[src/rtl/mult16_seq_pkg.sv]
// Shared ALU definitions used by the sequential multiplier: FSM state type and
// datapath sizing constants.
package mult16_seq_pkg;

    typedef enum logic [1:0] {
        IDLE = 2'd0,
        RUN  = 2'd1,
        DONE = 2'd2
    } mul_state_t;

    localparam int MUL_W     = 16;
    localparam int MUL_STEPS = 16;
    localparam int CNT_W     = $clog2(MUL_STEPS);

    localparam logic [CNT_W-1:0] LAST_STEP = CNT_W'(MUL_STEPS - 1);

endpackage

[src/rtl/mult16_seq_cla16.sv]
// 16-bit two-level carry-lookahead adder: four 4-bit lookahead groups with a
// second lookahead level producing the group carries and block pg/gg.
module cla16 (
    input  logic [15:0] a,
    input  logic [15:0] b,
    input  logic        c_in,
    output logic [15:0] sum,
    output logic        c_out,
    output logic        pg,
    output logic        gg
);

    logic [15:0] p_bit;
    logic [15:0] g_bit;
    logic [15:0] carry;
    logic [3:0]  grp_p;
    logic [3:0]  grp_g;
    logic [3:0]  grp_c;

    assign p_bit = a ^ b;
    assign g_bit = a & b;

    for (genvar k = 0; k < 4; k++) begin : g_grp
        logic [3:0] gp;
        logic [3:0] gg4;
        logic       ci;

        assign gp  = p_bit[4*k +: 4];
        assign gg4 = g_bit[4*k +: 4];
        assign ci  = grp_c[k];

        assign carry[4*k]     = ci;
        assign carry[4*k + 1] = gg4[0] | (gp[0] & ci);
        assign carry[4*k + 2] = gg4[1] | (gp[1] & gg4[0]) | (gp[1] & gp[0] & ci);
        assign carry[4*k + 3] = gg4[2] | (gp[2] & gg4[1]) | (gp[2] & gp[1] & gg4[0])
                              | (gp[2] & gp[1] & gp[0] & ci);

        assign grp_p[k] = &gp;
        assign grp_g[k] = gg4[3] | (gp[3] & gg4[2]) | (gp[3] & gp[2] & gg4[1])
                        | (gp[3] & gp[2] & gp[1] & gg4[0]);
    end

    // Second lookahead level: group carries are flat sums of products, not a ripple.
    assign grp_c[0] = c_in;
    assign grp_c[1] = grp_g[0] | (grp_p[0] & c_in);
    assign grp_c[2] = grp_g[1] | (grp_p[1] & grp_g[0]) | (grp_p[1] & grp_p[0] & c_in);
    assign grp_c[3] = grp_g[2] | (grp_p[2] & grp_g[1]) | (grp_p[2] & grp_p[1] & grp_g[0])
                    | (grp_p[2] & grp_p[1] & grp_p[0] & c_in);

    assign gg = grp_g[3] | (grp_p[3] & grp_g[2]) | (grp_p[3] & grp_p[2] & grp_g[1])
              | (grp_p[3] & grp_p[2] & grp_p[1] & grp_g[0]);
    assign pg = &grp_p;

    assign c_out = gg | (pg & c_in);
    assign sum   = p_bit ^ carry;

endmodule

[src/rtl/mult16_seq.sv]
// Sequential 16x16 unsigned shift-add multiplier: one accumulate step per clock
// through cla16, start/ready handshake, 32-bit registered product.
module mult16_seq
    import mult16_seq_pkg::*;
(
    input  logic        clk,
    input  logic        rst_n,
    input  logic        start,
    input  logic [15:0] a,
    input  logic [15:0] b,
    output logic        ready,
    output logic        busy,
    output logic        done,
    output logic [31:0] p,
    output logic        ovf
);

    mul_state_t       state_q, state_d;
    logic [MUL_W-1:0] mcand_q, mcand_d;
    logic [MUL_W-1:0] mq_q, mq_d;
    logic [MUL_W-1:0] acc_q, acc_d;
    logic [CNT_W-1:0] cnt_q, cnt_d;
    logic [31:0]      p_q, p_d;
    logic             ovf_q, ovf_d;

    logic             load;
    logic             last_step;
    logic [MUL_W-1:0] addend;
    logic [MUL_W-1:0] sum;
    logic             c_out;
    logic [31:0]      stepped;
    logic             unused_pg;
    logic             unused_gg;

    assign load      = ((state_q == IDLE) || (state_q == DONE)) && start;
    assign last_step = (cnt_q == LAST_STEP);
    assign addend    = mq_q[0] ? mcand_q : '0;

    cla16 u_cla16 (
        .a     (acc_q),
        .b     (addend),
        .c_in  (1'b0),
        .sum   (sum),
        .c_out (c_out),
        .pg    (unused_pg),
        .gg    (unused_gg)
    );

    // Carry-out becomes the new top bit of acc; sum[0] shifts down into mq.
    assign stepped = {c_out, sum, mq_q[MUL_W-1:1]};

    always_ff @(posedge clk or negedge rst_n) begin
        if (!rst_n) begin
            state_q <= IDLE;
            mcand_q <= '0;
            mq_q    <= '0;
            acc_q   <= '0;
            cnt_q   <= '0;
            p_q     <= '0;
            ovf_q   <= 1'b0;
        end else begin
            state_q <= state_d;
            mcand_q <= mcand_d;
            mq_q    <= mq_d;
            acc_q   <= acc_d;
            cnt_q   <= cnt_d;
            p_q     <= p_d;
            ovf_q   <= ovf_d;
        end
    end

    always_comb begin
        state_d = state_q;
        case (state_q)
            IDLE:    if (start) state_d = RUN;
            RUN:     if (last_step) state_d = DONE;
            DONE:    state_d = start ? RUN : IDLE;
            default: state_d = IDLE;
        endcase
    end

    always_comb begin
        mcand_d = mcand_q;
        mq_d    = mq_q;
        acc_d   = acc_q;
        cnt_d   = cnt_q;
        p_d     = p_q;
        ovf_d   = ovf_q;
        if (load) begin
            mcand_d = a;
            mq_d    = b;
            acc_d   = '0;
            cnt_d   = '0;
        end else if (state_q == RUN) begin
            {acc_d, mq_d} = stepped;
            // cnt saturates at the last step; only a new load returns it to 0.
            if (!last_step) begin
                cnt_d = cnt_q + 1'b1;
            end else begin
                p_d   = stepped;
                ovf_d = |stepped[31:16];
            end
        end
    end

    always_comb begin
        ready = (state_q == IDLE) || (state_q == DONE);
        busy  = (state_q == RUN);
        done  = (state_q == DONE);
    end

    assign p   = p_q;
    assign ovf = ovf_q;

endmodule

[config.mk]
export PLATFORM = sky130hd
export DESIGN_NAME = mult16_seq
export DESIGN_NICKNAME = d
export VERILOG_FILES = /design/src/rtl/mult16_seq_pkg.sv /design/src/rtl/mult16_seq_cla16.sv /design/src/rtl/mult16_seq.sv
export SDC_FILE = /design/constraint.sdc
export NUM_CORES = 1
export LEC_CHECK = 0
export ABC_AREA = 1
export CAP_MARGIN = 10
export CORE_UTILIZATION = 40
export CTS_CLUSTER_SIZE = 30
export DETAILED_ROUTE_END_ITERATION = 12
export HOLD_SLACK_MARGIN = 0.05
export MAX_ROUTING_LAYER = met4
export SETUP_SLACK_MARGIN = 0.4
export SLEW_MARGIN = 15
export SYNTH_ARGS = -nofsm -noshare
export SYNTH_HDL_FRONTEND = slang
export SYNTH_SLANG_ARGS = --single-unit
[constraint.sdc]
create_clock -name clk -period 4.7 [get_ports clk]
set_clock_uncertainty 0.15 [all_clocks]
set_input_delay 0.94 -clock clk [delete_from_list [all_inputs] [get_ports clk]]
set_output_delay 0.94 -clock clk [all_outputs]
set_load 0.005 [all_outputs]
==> impl_metrics.tcl <==
set metrics [dict create \
    grt_usage_pct 20.0 \
    p_leak_nw 2.75 \
    drive_above_1_share_pct 7.11 \
    synth_top_family_by_area "simple AND/OR/NAND/NOR gates" \
    num_antenna_cells 0 \
    min_period_over_period_pct 70.3 \
    comb_power_share_pct 49.5 \
    synth_area_leaders "dfrtp_1 (50%), nand2_1 (14%), o21ai_0 (6.1%)" \
    fmax_mhz 302 \
    endpoint_kind "flop" \
    grt_start_max_net_pins 88 \
    cp.required_ps 4820 \
    core_sq_mm 0.0105 \
    root_buffer "clkbuf_8" \
    initial_core_util_pct 41.8 \
    syn_area_per_cell_sq_um 8.37 \
    wirelength_mm 9.98 \
    power_density_mw_per_mm2 680 \
    cts_buffer_depth 2 \
    path_clk_slew_ps 90 \
    cts.sinks 87 \
    die_x_um 107 \
    via_per_inst 4.75 \
    place_hpwl_mm 6.82 \
    synth_commonest_cells "nand2_1 (164), dfrtp_1 (87), inv_1 (67)" \
    p_int_w 0.00212 \
    hold_path_class "reg -> reg" \
    ys_dominant_reg_cell "dfrtp_1" \
    hold_buffers 0 \
    synth_compound_area_share_pct 12.3 \
    drc 0 \
    vias 3454 \
    ir_worst_vdd_v 0.000221 \
    hold_viol 0 \
    postSynth.asyncResetShare_pct 100 \
    cap_violations 0 \
    path_max_fanout 17 \
    overflow 0 \
    whs_path_depth 2 \
    yosys_warnings 0 \
    rsz0062_at_grt "no" \
    status "complete, no violations" \
    htreeDepth 3 \
    synth_top_area_share_pct 49.7 \
    cts_made_buffers 9 \
    synth_cell_types 36 \
    period_needed_ps 3310 \
    finalNetCount 642 \
    ys_ff_latch 87 \
    synth_area_sq_mm 0.00438 \
    synth_most_common_cell "nand2_1" \
    cts_tree "built" \
    switching_share_pct 41.9 \
    gp_congestion 0.867 \
    portBuffers 70 \
    post-cts-setup-buffer-count 0 \
    num_io_pins 71 \
    p_clk_share_pct 14.7 \
    syn_nets 579 \
    die_height_um 107 \
    die_area_sq_mm 0.0114 \
    hold-worst-slack_ps 326 \
    cts-resized-gates 0 \
    synthMuxAreaShare_pct 0 \
    setup_viol 0 \
    antenna_found_initial 0 \
    critPathLaunchType "flop" \
    slew_headroom_pct 36.3 \
    synthAdderAreaFrac_pct 6.69 \
    syn_to_final_growth_pct 22.6 \
    yosysTopAreaCell "dfrtp_1" \
    drt_iter0_markers 244 \
    rows 37 \
    reg2reg_depth 18 \
    tns_ps 0 \
    synth_xor_area_share_pct 1.00 \
    slew_viol_final 0 \
    synth_edf_count 0 \
    switching_power_w 0.00153 \
    tightest_slew_ps 956 \
    timing_worst_setup_path_type "reg -> reg" \
    arrival_ps 3430 \
    grt_first_pass_wirelength_mm 16.8 \
    seqPwrFrac_pct 35.8 \
    grt_pass1_vias 3337 \
    synthSimpleGateAreaFrac_pct 22.0 \
    drtPass1Iterations 4 \
    clock_latency_ps 370 \
    wl_per_cell_um 13.7 \
    ant_nets 0 \
    synth_cells 523 \
    synth-seq-area-share_pct 49.7 \
]
## stage by stage
step	instances	worst slack, ps	area (sq um)	power [W]	util (%)
2_1_floorplan	523	1700	4380	0.00250	-
3_3_place_gp	711	1580	5160	0.00310	49.4
3_5_place_dp	711	1410	5160	0.00315	49.4
4_1_cts	727	1380	5360	0.00369	51.3
5_1_grt	727	1050	5370	0.00401	51.3
6_report	727	1390	5370	0.00365	51.3
## power groups by stage
| stage | sequential, W | combinational, W | clock (W) |
|---|---|---|---|
| floorplan | 0.00127 | 0.00123 | 0 |
| global placement | 0.00132 | 0.00179 | 0 |
| detailed placement | 0.00132 | 0.00183 | 0 |
| CTS | 0.00131 | 0.00183 | 0.000556 |
| global route | 0.00135 | 0.00208 | 0.000584 |
| finish | 0.00131 | 0.00181 | 0.000535 |
## sequential cells by signal, summed over array words and instances, names as in the netlist
name,cells
acc_q,16
cnt_q,4
mcand_q,16
mq_q,16
ovf,1
p,32
state_q,2
## layout make-up
type | count | area [sq um]
well taps | 136 | 170
clock buffers | 10 | 128
flip-flops and latches | 87 | 2180
inverters | 72 | 273
multi-input cells | 345 | 1840
clock inverters | 6 | 70.1
repair buffers | 71 | 709
fillers | 1037 | 5100
## cells by family after synthesis
| group | count (synthesis) |
|---|---|
| and+or+nand+nor | 220 |
| AOI/OAI and AO/OA | 99 |
| buffers and inverters | 91 |
| DFF | 87 |
| adders and majority gates | 21 |
| xor gates and xnor gates | 5 |
## metal layers
metal	up-vias	share of wire, %	GRT usage (%)
li1	1784	-	-
met1	1596	50	28.2
met2	61	44	27.8
met3	13	3.2	3.10
met4	0	1.9	10.3
met5	-	0	-
## critical path, cell delays in order (launching register included)
cell and delay (ps):
dfrtp_1 710, nand2_1 170, inv_1 100, ha_1 270
nand2_1 80, nand2_1 70, nand2_1 60, nand2_1 60
nand2_1 100, nand3_4 100, fa_1 380, xnor2_1 280
nand3_1 110, nor3_1 160, nand4_1 120, nor2_1 110
nand3_1 70, nand2_1 60, inv_1 40
## worst paths after layout
kind,slack (ps),start,to
worst max-delay path,1390,mq_q[0],ovf
worst min-delay path,330,p[27],p[27]
worst max register to register,1390,mq_q[0],ovf
worst min register to register,330,p[27],p[27]
max in group asynchronous,3400,rst_n,acc_q[6]
min in group asynchronous,480,rst_n,p[5]
## cells in the final DEF, fill, tap and decap left out, types with 4 or more instances in the layout
| master | Yosys | layout |
|---|---|---|
| o21ai_0 | 53 | 53 |
| ha_1 | 17 | 17 |
| a22o_1 | 5 | 5 |
| nand2_2 | 7 | 7 |
| nor2_1 | 16 | 16 |
| o21ai_1 | 22 | 22 |
| inv_2 | 4 | 4 |
| clkdlybuf4s50_1 | 0 | 69 |
| a21oi_1 | 9 | 9 |
| nor2_2 | 4 | 4 |
| inv_1 | 67 | 67 |
| dfrtp_1 | 87 | 87 |
| clkbuf_8 | 0 | 9 |
| nand2_1 | 164 | 164 |
| fa_1 | 4 | 4 |
| nand3_1 | 13 | 13 |
Note: power is estimated with default switching activity, not from simulation.
